`src/rtl/bcd_countdown.sv`:
```
// Multi-decade packed-BCD down-counter/timer with validated parallel load,
// decade borrow, one-cycle expiry pulse and optional auto-reload.
module bcd_countdown #(
    parameter int DIGITS      = 4,
    parameter bit AUTO_RELOAD = 1'b0
) (
    input  logic                  clk,
    input  logic                  rstn,
    input  logic                  load,
    input  logic [4*DIGITS-1:0]   load_val,
    input  logic                  start,
    input  logic                  stop,
    input  logic                  en,
    output logic [4*DIGITS-1:0]   Q,
    output logic                  running,
    output logic                  done,
    output logic                  load_err
);

    localparam int W = 4 * DIGITS;

    typedef enum logic [1:0] {IDLE, RUN, EXPIRED} state_e;

    state_e         state_q, state_d;
    logic [W-1:0]   q_q, q_d;
    logic [W-1:0]   reload_q, reload_d;
    logic           done_q, done_d;
    logic           err_q, err_d;
    logic [W-1:0]   q_dec;

    function automatic logic bcd_valid(input logic [W-1:0] v);
        bcd_valid = 1'b1;
        for (int k = 0; k < DIGITS; k++) begin
            if (v[4*k +: 4] > 4'd9) bcd_valid = 1'b0;
        end
    endfunction

    // Ripple borrow: a digit decrements only while every lower digit was 0.
    function automatic logic [W-1:0] bcd_dec(input logic [W-1:0] v);
        logic       borrow;
        logic [3:0] d;
        bcd_dec = v;
        borrow  = 1'b1;
        for (int k = 0; k < DIGITS; k++) begin
            d = v[4*k +: 4];
            if (borrow) begin
                if (d == 4'd0) begin
                    bcd_dec[4*k +: 4] = 4'd9;
                end else begin
                    bcd_dec[4*k +: 4] = d - 4'd1;
                    borrow            = 1'b0;
                end
            end
        end
    endfunction

    assign q_dec = bcd_dec(q_q);

    always_comb begin
        // NOTE: every output of this block gets a default first, so no path leaves a latch behind.
        state_d  = state_q;
        q_d      = q_q;
        reload_d = reload_q;
        done_d   = 1'b0;
        err_d    = 1'b0;

        if (load) begin
            if (bcd_valid(load_val)) begin
                q_d      = load_val;
                reload_d = load_val;
                state_d  = IDLE;
            end else begin
                err_d = 1'b1;
            end
        end else if (stop && state_q == RUN) begin
            state_d = IDLE;
        end else if (start && state_q == IDLE) begin
            if (q_q != '0) state_d = RUN;
        end else if (state_q == RUN && en) begin
            // Zero while still in RUN only happens after an auto-reload expiry.
            if (q_q == '0) begin
                if (reload_q != '0) q_d = reload_q;
                else                state_d = EXPIRED;
            end else begin
                q_d = q_dec;
                if (q_dec == '0) begin
                    done_d = 1'b1;
                    if (!AUTO_RELOAD || reload_q == '0) state_d = EXPIRED;
                end
            end
        end
    end

    always_ff @(posedge clk) begin
        // NOTE: state registers use non-blocking assignment so all of them see pre-edge values.
        if (!rstn) begin
            state_q  <= IDLE;
            q_q      <= '0;
            reload_q <= '0;
            done_q   <= 1'b0;
            err_q    <= 1'b0;
        end else begin
            state_q  <= state_d;
            q_q      <= q_d;
            reload_q <= reload_d;
            done_q   <= done_d;
            err_q    <= err_d;
        end
    end

    assign Q        = q_q;
    assign running  = (state_q == RUN);
    assign done     = done_q;
    assign load_err = err_q;

endmodule

```
`config.mk`:
```
export PLATFORM = sky130hd
export DESIGN_NAME = bcd_countdown
export DESIGN_NICKNAME = d
export VERILOG_FILES = /design/src/rtl/bcd_countdown.sv
export SDC_FILE = /design/constraint.sdc
export NUM_CORES = 1
export LEC_CHECK = 0
export CORE_MARGIN = 3
export CORE_UTILIZATION = 40
export DETAILED_ROUTE_END_ITERATION = 8
export GPL_ROUTABILITY_DRIVEN = 0
export SLEW_MARGIN = 20
export SYNTH_ARGS = -nofsm -noshare
export SYNTH_HDL_FRONTEND = slang
export SYNTH_SLANG_ARGS = --single-unit
```
`constraint.sdc`:
```
create_clock -name clk -period 5.45 [get_ports clk]
set_input_delay 0.545 -clock clk [delete_from_list [all_inputs] [get_ports clk]]
set_output_delay 0.545 -clock clk [all_outputs]
set_load 0.03 [all_outputs]
```
==> results of run 1 <==
-- power groups by stage --
stage               clock (mW)  sequential (mW)  combinational, mW
floorplan                    0            0.297              0.105
global placement             0            0.292              0.165
detailed placement           0            0.292              0.165
CTS                      0.262            0.286              0.165
global route             0.276            0.288              0.181
finish                   0.256            0.286              0.166
-- worst max-delay path: cells and delay by family --
family / cells / cell delay [ns]
compound gates: 2 / 0.81
buf+inv: 3 / 1.01
simple gates: 2 / 0.90
-- synthesized netlist by cell type (all sizes together) (2+ instances only) --
cell type,count,area share [%]
or2,2,0.62
inv,3,0.56
a31o,2,0.88
and3,5,1.6
clkbuf,10,1.9
a31oi,5,1.6
o221ai,2,0.88
o21a,4,1.5
nand3b,2,0.75
nand3,6,1.7
or4b,2,1.2
mux2i,19,9.5
and4,2,0.88
nand2,24,4.5
o311a,3,1.5
dfxtp,36,36
nor3,7,1.7
o21ai,19,4.9
nor2b,2,0.62
nor2,32,6.1
buf,5,1.9
xnor2,3,1.3
o22ai,5,1.6
nor3b,2,0.75
nor4,7,3.7
o41ai,2,1.3
o211ai,5,1.9
a21oi,9,2.2
-- routing by layer --
| layer | share of wire (%) | vias up | wire (µm) |
|---|---|---|---|
| met5 | 0 | - | 0 |
| met2 | 45 | 52 | 2450 |
| met1 | 48 | 873 | 2650 |
| met3 | 6.2 | 5 | 338 |
| met4 | 0.82 | 0 | 45 |
| li1 | - | 957 | - |
-- final cells by class --
type | instances | area (µm²) | share of cell area [%]
flip-flops and latches | 36 | 721 | 28.3
well taps | 67 | 83.8 | 3.30
inverters | 3 | 11.3 | 0.443
clock buffers | 7 | 96.3 | 3.79
multi-input cells | 186 | 1190 | 46.9
clock inverters | 1 | 30.0 | 1.18
repair buffers | 41 | 408 | 16.0
-- worst paths after layout --
path	start	end	slack, ns	cells past startpoint
setup / recovery	load	Q[5]$_SDFFE_PN0P_	2.37	7
hold / removal	state_q[1]$_SDFFE_PN0P_	state_q[1]$_SDFFE_PN0P_	0.53	2
setup reg to reg	Q[4]$_SDFFE_PN0P_	Q[5]$_SDFFE_PN0P_	2.84	6
hold reg to reg	state_q[1]$_SDFFE_PN0P_	state_q[1]$_SDFFE_PN0P_	0.53	2
-- through the flow --
step / setup slack (ns) / utilization, % / power [mW] / instances
final: 2.37 / 53.2 / 0.708 / 341
after global routing: 2.16 / 53.2 / 0.745 / 341
after CTS: 2.41 / 53.2 / 0.713 / 341
after detailed placement: 2.11 / 50.5 / 0.457 / 333
after global placement: 2.15 / 50.5 / 0.457 / 333
after floorplan: 3.28 / - / 0.402 / 240
-- kinds of logic (layout without fill, tap and decap cells) --
group,Yosys count,count (layout)
DFF,36,36
and+or+nand+nor,98,98
xor gates and xnor gates,3,3
AOI/OAI and AO/OA,66,66
muxes,19,19
buffers and inverters,18,52
-- sequential cells by signal, indices dropped and copies added (netlist names) --
name      cells
load_err      1
Q            16
reload_q     16
done          1
state_q       2
==> impl_metrics.toml, run 1 <==
[timing]
skew_ns = 0.00429
maxSlewHeadroom_pct = 32.1
min_period_ns = 3.08
fin_tns_setup_ns = 0
grt_setup_unrepaired = "false"
finalCritPeriodShare_pct = 56.4
hold-worst-slack_ns = 0.531
worst_pin_slew_ns = 1.02
finalMaxSlewViolations = 0
fmax_ghz = 0.325
finalSetupViolCount = 0
finalHoldViolations = 0

[cts]
ctsHoldBuffers = 0
cts_tree = "done"
h-tree-depth = 2
cts_setup_buffers = 0
cts_sinks = 36
clkTransAtPathRegs_ns = 0.07
cts_root_buf = "clkbuf_8"
cts_resized = 0
cts_made_buffers = 5
clkLatencyLatePin_ns = 0.29
clk_path_buf_depth = 2

[setup_path]
crit_type = "input port to flip-flop"
cp_slowest_stage_delay_ns = 0.61
required_ns = 5.65
cp_max_fo = 27
critPathSlowestCell = "or2_2"
worstPathCellList = "clkdlybuf4s50_1, buf_4, inv_1, or2_2, o21ai_2, nand2_1, o32ai_1"
crit_path_end_kind = "flip-flop"
start_kind = "input port"
arrival_ns = 3.28

[logic_synthesis]
synthAdderAreaFrac_pct = 0
synth_area_um2 = 2000
synth.ff_latch_count = 36
synth_seq_area_share_pct = 36.0
synth_top_family_by_area = "simple AND/OR/NAND/NOR gates"
synth-compound-area-share_pct = 22.7
syn-num-nets = 262
synth_ff_type = "dfxtp_1"
synthSimpleGateAreaFrac_pct = 26.1
synth_cell_types = 52
synth-async-reset-ratio_pct = 0
postSynthCellCount = 240
yosysWarnings = 0
synth_mux_area_share_pct = 9.50
avgSynthCellArea_um2 = 8.34
synth-edff-count = 0
synth_xor_area_share_pct = 1.31

[power]
combPwrFrac_pct = 23.5
p_int_uw = 505
swShare_pct = 28.7
power.density_nw_per_um2 = 278
clockPowerShare_pct = 36.1
switching_power_uw = 203
irDropWorstVdd_mv = 0.165
seq_power_share_pct = 40.4
leakage_nw = 1.01

[grt]
grt_pass1_wl_um = 9160
grt_max_degree = 28
grt_pass1_vias = 1778
met1_usage_pct = 27.3
grt.met2_usage_pct = 28.7
grt.overflow.total = 0
globalRouteMet3Util_pct = 4.81
antenna_found_initial = 0
globalRoute.busiestLayer = "met2"
grt_use_total_pct = 19.3

[flow_run]
cap_violations = 0

[detailed_routing]
wl_per_cell_um = 16.1
drtIter0Drc = 137
drc = 0
antenna_left = 0
via_per_inst = 5.53
route.vias.total = 1887
wirelength_um = 5480
drt_pre_antenna_iters = 4

[placement]
dp_hpwl_um = 4000
place_area_um2 = 2420
io_buffers = 40

[die]
io_pins = 41
fp.coreArea_um2 = 4790
start_util_pct = 41.8
fp.dieH_um = 76.7
std_cell_rows = 25
die_w_um = 76.7
die_area_um2 = 5890

[cells_and_area]
fillerInstances = 481
area_growth_pct = 27.1
nets = 295
layout_common_cells = "clkdlybuf4s50_1, dfxtp_1, nor2_1, nand2_1, mux2i_1"
final_common_cell = "clkdlybuf4s50_1"
drive_gt1_share_pct = 8.03
insertedDiodeCount = 0
fin_area_um2 = 2540

[min_path]
worstHoldPathType = "flip-flop to flip-flop"

[status]
outcome = "completed"
Note: power is estimated with default switching activity, not from simulation.
==> run 2, diff against run 1 <==
--- a/config.mk
+++ b/config.mk
@@ -9,6 +9,7 @@
 export CORE_UTILIZATION = 40
 export DETAILED_ROUTE_END_ITERATION = 8
 export GPL_ROUTABILITY_DRIVEN = 0
+export PLACE_DENSITY = 0.67
 export SLEW_MARGIN = 20
 export SYNTH_ARGS = -nofsm -noshare
 export SYNTH_HDL_FRONTEND = slang
==> constraint.sdc (replaced) <==
create_clock -name clk -period 2.6 [get_ports clk]
set_input_delay 0.26 -clock clk [delete_from_list [all_inputs] [get_ports clk]]
set_output_delay 0.26 -clock clk [all_outputs]
set_load 0.03 [all_outputs]
==> run 2 against run 1 <==
Effect of this change: setup slack got worse by 2.1 ns; critical endpoint is now state_q[0]$_SDFFE_PN0P_; wire length increased by 4.3%; clock skew rose by 0.0023 ns; largest cell class unchanged; critical path depth down 1; power up 99%.
==> impl_metrics.toml, run 2 (synthesis results as in run 1) <==
[status]
outcome = "completed"

[setup_path]
crit_path_end_kind = "flip-flop"
arrival_ns = 2.60
cp_slowest_stage_delay_ns = 0.46
worstPathCellList = "nor4_4, and4_1, nor3b_1, nor3_1, a221oi_1, mux2i_1"
start_kind = "flip-flop"
crit_start = "Q[5]$_SDFFE_PN0P_"
cp_max_fo = 8
critPathSlowestCell = "nor4_4"
required_ns = 2.83
crit_type = "flip-flop to flip-flop"
r2r-start = "Q[5]$_SDFFE_PN0P_"

[power]
seq_power_share_pct = 42.5
irDropWorstVdd_mv = 0.246
switching_power_uw = 440
p_int_uw = 967
clockPowerShare_pct = 31.3
leakage_nw = 1.04
combPwrFrac_pct = 26.2
swShare_pct = 31.3
power.density_nw_per_um2 = 545

[timing]
grt_setup_unrepaired = "false"
worst_pin_slew_ns = 0.715
finalHoldViolations = 0
fmax_ghz = 0.422
skew_ns = 0.00660
finalCritPeriodShare_pct = 91.0
min_period_ns = 2.37
finalSetupViolCount = 0
finalMaxSlewViolations = 0
maxSlewHeadroom_pct = 52.3
fin_tns_setup_ns = 0
setup_slack_ns = 0.233

[placement]
dp_hpwl_um = 3980
dp_slack_ns = 0.204
io_buffers = 40

[grt]
grt.overflow.total = 0
grt_max_degree = 26
grt_pass1_vias = 1885
grt_pass1_wl_um = 9440
antenna_found_initial = 0
grt_use_total_pct = 20.0

[cells_and_area]
layout_common_cells = "clkdlybuf4s50_1, dfxtp_1, nor2_1, nand2_1, mux2i_1"
insertedDiodeCount = 0
drive_gt1_share_pct = 10.6
area_growth_pct = 28.9
nets = 304
final_common_cell = "clkdlybuf4s50_1"

[detailed_routing]
antenna_left = 0
via_per_inst = 5.80
wl_per_cell_um = 16.4
drc = 0
drt_pre_antenna_iters = 5
wirelength_um = 5720
route.vias.total = 2025
drtIter0Drc = 153

[die]
fp.coreArea_um2 = 4790
io_pins = 41
die_area_um2 = 5890
die_w_um = 76.7
std_cell_rows = 25
start_util_pct = 41.8
fp.dieH_um = 76.7

[cts]
cts_tree = "done"
ctsHoldBuffers = 0
cts_resized = 0
clkTransAtPathRegs_ns = 0.07
h-tree-depth = 2
cts_setup_buffers = 0
clk_path_buf_depth = 2
cts_made_buffers = 5
clkLatencyLatePin_ns = 0.30
cts_sinks = 36
cts_root_buf = "clkbuf_8"

[flow_run]
cap_violations = 0

[min_path]
worst_hold_startpoint = "state_q[0]$_SDFFE_PN0P_"
worstHoldPathType = "flip-flop to flip-flop"
==> run 2: final timing paths <==
kind	endpoint	slack, ns	depth (start not counted)
setup / recovery	state_q[0]$_SDFFE_PN0P_	0.23	6
hold / removal	state_q[0]$_SDFFE_PN0P_	0.53	2
setup reg to reg	state_q[0]$_SDFFE_PN0P_	0.23	6
hold reg to reg	state_q[0]$_SDFFE_PN0P_	0.53	2
==> run 2: metal layers <==
| layer | vias to the layer above | global-route usage [%] | wire length [µm] |
|---|---|---|---|
| met3 | 11 | 4.58 | 381 |
| li1 | 975 | - | - |
| met2 | 89 | 30.9 | 2610 |
| met1 | 950 | 27.1 | 2650 |
| met5 | - | 0 | 0 |
| met4 | 0 | 7.07 | 78 |
==> run 2: power by group through the flow <==
stage	registers [mW]	logic, mW	clock network, mW
after floorplan	0.623	0.220	0
after global placement	0.611	0.363	0
after detailed placement	0.611	0.363	0
after CTS	0.598	0.364	0.450
after global routing	0.602	0.399	0.473
final	0.598	0.368	0.441
==> run 2: area by class of cell <==
class	count	area (µm²)
Fill cell	466	2200
Multi-Input combinational cell	186	1190
Sequential cell	36	721
Timing Repair Buffer	50	475
Clock buffer	7	96.3
Tap cell	67	83.8
Inverter	3	11.3
==> run 2: per-stage QoR <==
step	area [µm²]	std cells	util [%]	power, mW	hold WS, ns
after floorplan	2000	240	-	0.843	0.404
after global placement	2480	342	51.9	0.974	0.516
after global routing	2580	349	53.9	1.47	0.574
after CTS	2580	349	53.9	1.41	0.538
after detailed placement	2480	342	51.9	0.973	0.522
final	2580	349	53.9	1.41	0.529
==> run 2: critical path: cells and delay by family, from the launching register on <==
family / cells / cell delay (ns)
muxes: 1 / 0.21
and+or+nand+nor: 4 / 1.38
DFF: 1 / 0.39
AOI/OAI and AO/OA: 1 / 0.31
==> run 3, diff against run 2 <==
--- a/config.mk
+++ b/config.mk
@@ -5,6 +5,8 @@
 export SDC_FILE = /design/constraint.sdc
 export NUM_CORES = 1
 export LEC_CHECK = 0
+export ABC_AREA = 1
+export CAP_MARGIN = 20
 export CORE_MARGIN = 3
 export CORE_UTILIZATION = 40
 export DETAILED_ROUTE_END_ITERATION = 8
==> run 3 against run 2 <==
Effect of this change: first-iteration DRC count up 5.9%; non-clock buffer count down 5; global-route usage down 1.4 points; utilization down 0.39 points; clock power down 4%; area after synthesis up 2.6%; register-to-register slack better by 0.23 ns; critical endpoint is now Q[0]$_SDFFE_PN0P_.
==> impl_metrics.toml, run 3 <==
[setup_path]
cp_slowest_stage_delay_ns = 0.39
cp_num_cells = 8
reg2reg_depth = 8
crit_start = "Q[4]$_SDFFE_PN0P_"
critical_path_buf_inv_count = 0
crit_path_end = "Q[0]$_SDFFE_PN0P_"
reg2reg_setup_slack_ns = 0.46
required_ns = 2.76
crit_path_end_kind = "flip-flop"
r2r-start = "Q[4]$_SDFFE_PN0P_"
crit_type = "flip-flop to flip-flop"
arrival_ns = 2.30
critPathSlowestCell = "dfxtp_1"
worstPathCellList = "nor2_1, nand2_1, nor2_8, nand4_4, o21ai_2, nand2_2, o21ai_0, a21oi_1"
r2r-end = "Q[0]$_SDFFE_PN0P_"
cp_max_fo = 31
crit_family = "simple AND/OR/NAND/NOR gates"
start_kind = "flip-flop"

[cells_and_area]
fillerInstances = 495
multi_input_area_um2 = 1100
seqCellArea_um2 = 721
layout_common_cells = "o21ai_0, nand2_1, inv_1, clkdlybuf4s50_1"
insertedDiodeCount = 0
nets = 369
area_growth_pct = 26.4
final_common_cell = "o21ai_0"
final_util_pct = 53.5
drive_gt1_share_pct = 7.76

[die]
std_cell_rows = 25
fp.dieH_um = 77.6
fp.coreArea_um2 = 4850
start_util_pct = 42.3
die_w_um = 77.6
io_pins = 41
die_area_um2 = 6030

[status]
outcome = "completed"

[cts]
clk_path_buf_depth = 2
cts_tree = "done"
clkLatencyLatePin_ns = 0.30
ctsHoldBuffers = 0
cts_root_buf = "clkbuf_8"
cts_setup_buffers = 0
cts_sinks = 36
cts_made_buffers = 5
h-tree-depth = 2
cts_resized = 0
clkTransAtPathRegs_ns = 0.08

[logic_synthesis]
synthTopCellsByCount = "o21ai_0, nand2_1, inv_1, a21oi_1, dfxtp_1"
syn-num-nets = 330
synth-edff-count = 0
postSynthCellCount = 308
avgSynthCellArea_um2 = 6.67
synth_most_common_cell = "o21ai_0"
yosys.area.top_type = "dfxtp_1"
synth_area_leaders = "dfxtp_1, o21ai_0, a21oi_1"
synth_cell_types = 34
synth_seq_area_share_pct = 35.1
synth-async-reset-ratio_pct = 0
synth_ff_type = "dfxtp_1"
synth_area_um2 = 2050
synth.ff_latch_count = 36
yosysWarnings = 0
synth_top_area_share_pct = 35.1

[timing]
fmax_ghz = 0.468
finalCritPeriodShare_pct = 82.2
min_period_ns = 2.14
grt_setup_unrepaired = "false"
finalHoldViolations = 0
skew_ns = 0.00697
maxSlewHeadroom_pct = 64.9
worst_pin_slew_ns = 0.525
finalSetupViolCount = 0
fin_tns_setup_ns = 0
setup_slack_ns = 0.464
finalMaxSlewViolations = 0
hold-worst-slack_ns = 0.470

[detailed_routing]
drt_pre_antenna_iters = 4
wl_per_cell_um = 12.8
drc = 0
via_per_inst = 5.07
route.vias.total = 2103
drtIter0Drc = 162
antenna_left = 0
wirelength_um = 5320

[power]
irDropWorstVdd_mv = 0.324
leakage_nw = 1.05
power.density_nw_per_um2 = 647
total_power_mw = 1.68

[placement]
dp_slack_ns = 0.470
dp_hpwl_um = 3750
io_buffers = 40

[flow_run]
cap_violations = 0

[min_path]
worstHoldPathType = "flip-flop to flip-flop"

[grt]
grt_max_degree = 37
grt.overflow.total = 0
grt_pass1_vias = 1997
grt_use_total_pct = 18.6
grt_pass1_wl_um = 9170
antenna_found_initial = 0
run 3: changes by cell type after synthesis, sizes merged, moves of 4 or more:
| cell | delta |
|---|---|
| nand3 | +7 |
| nor3 | -5 |
| nand4 | +7 |
| and3 | -5 |
| mux2i | -19 |
| o21ai | +38 |
| o22ai | -4 |
| nand2 | +25 |
| nor4 | -7 |
| a21oi | +27 |
| o211ai | -4 |
| inv | +39 |
run 3: worst min-delay path: stages, from the launching register on:
cell and delay, ns:
dfxtp_1 0.31, inv_1 0.06, a21oi_1 0.05
run 3: kinds of logic (layout without fill, tap and decap cells):
logic type	Yosys count	in the layout	share of synthesized area [%]
AO/OA/AOI/OAI	107	107	28.1
buffers and inverters	57	97	11.5
flip-flops	36	36	35.1
AND/OR/NAND/NOR	108	108	25.3
run 3: area by class of cell:
cell class / instances / area share, %
inverter: 44 / 6.36
clock buffer: 6 / 3.18
sequential: 36 / 27.8
tap: 67 / 3.23
multi-input combinational: 215 / 42.2
timing repair buffer: 45 / 16.9
clock inverter: 2 / 0.386
run 3: per-stage QoR:
step           area, µm²  std cells
2_1_floorplan       2050        308
3_3_place_gp        2500        407
3_5_place_dp        2500        407
4_1_cts             2600        415
5_1_grt             2600        415
6_report            2600        415
run 3: per-layer routing:
metal	track usage [%]	routed length (µm)
met1	25.7	2600
met2	28.7	2380
met3	4.87	285
met4	4.63	49
met5	0	0
run 3: worst min path at each step:
stage,to,from,cells past startpoint
2_1_floorplan,Q[12]$_SDFFE_PN0P_,rstn,2
6_report,reload_q[9]$_SDFFE_PN0P_,reload_q[9]$_SDFFE_PN0P_,2
4_1_cts,reload_q[5]$_SDFFE_PN0P_,reload_q[5]$_SDFFE_PN0P_,2
3_5_place_dp,reload_q[5]$_SDFFE_PN0P_,reload_q[5]$_SDFFE_PN0P_,2
3_3_place_gp,reload_q[15]$_SDFFE_PN0P_,reload_q[15]$_SDFFE_PN0P_,2
5_1_grt,state_q[1]$_SDFFE_PN0P_,state_q[1]$_SDFFE_PN0P_,2
run 3: where the power goes:
| group | switching, mW | internal, mW |
|---|---|---|
| Sequential | 0.0361 | 0.592 |
| Combinational | 0.394 | 0.233 |
| Clock | 0.213 | 0.212 |
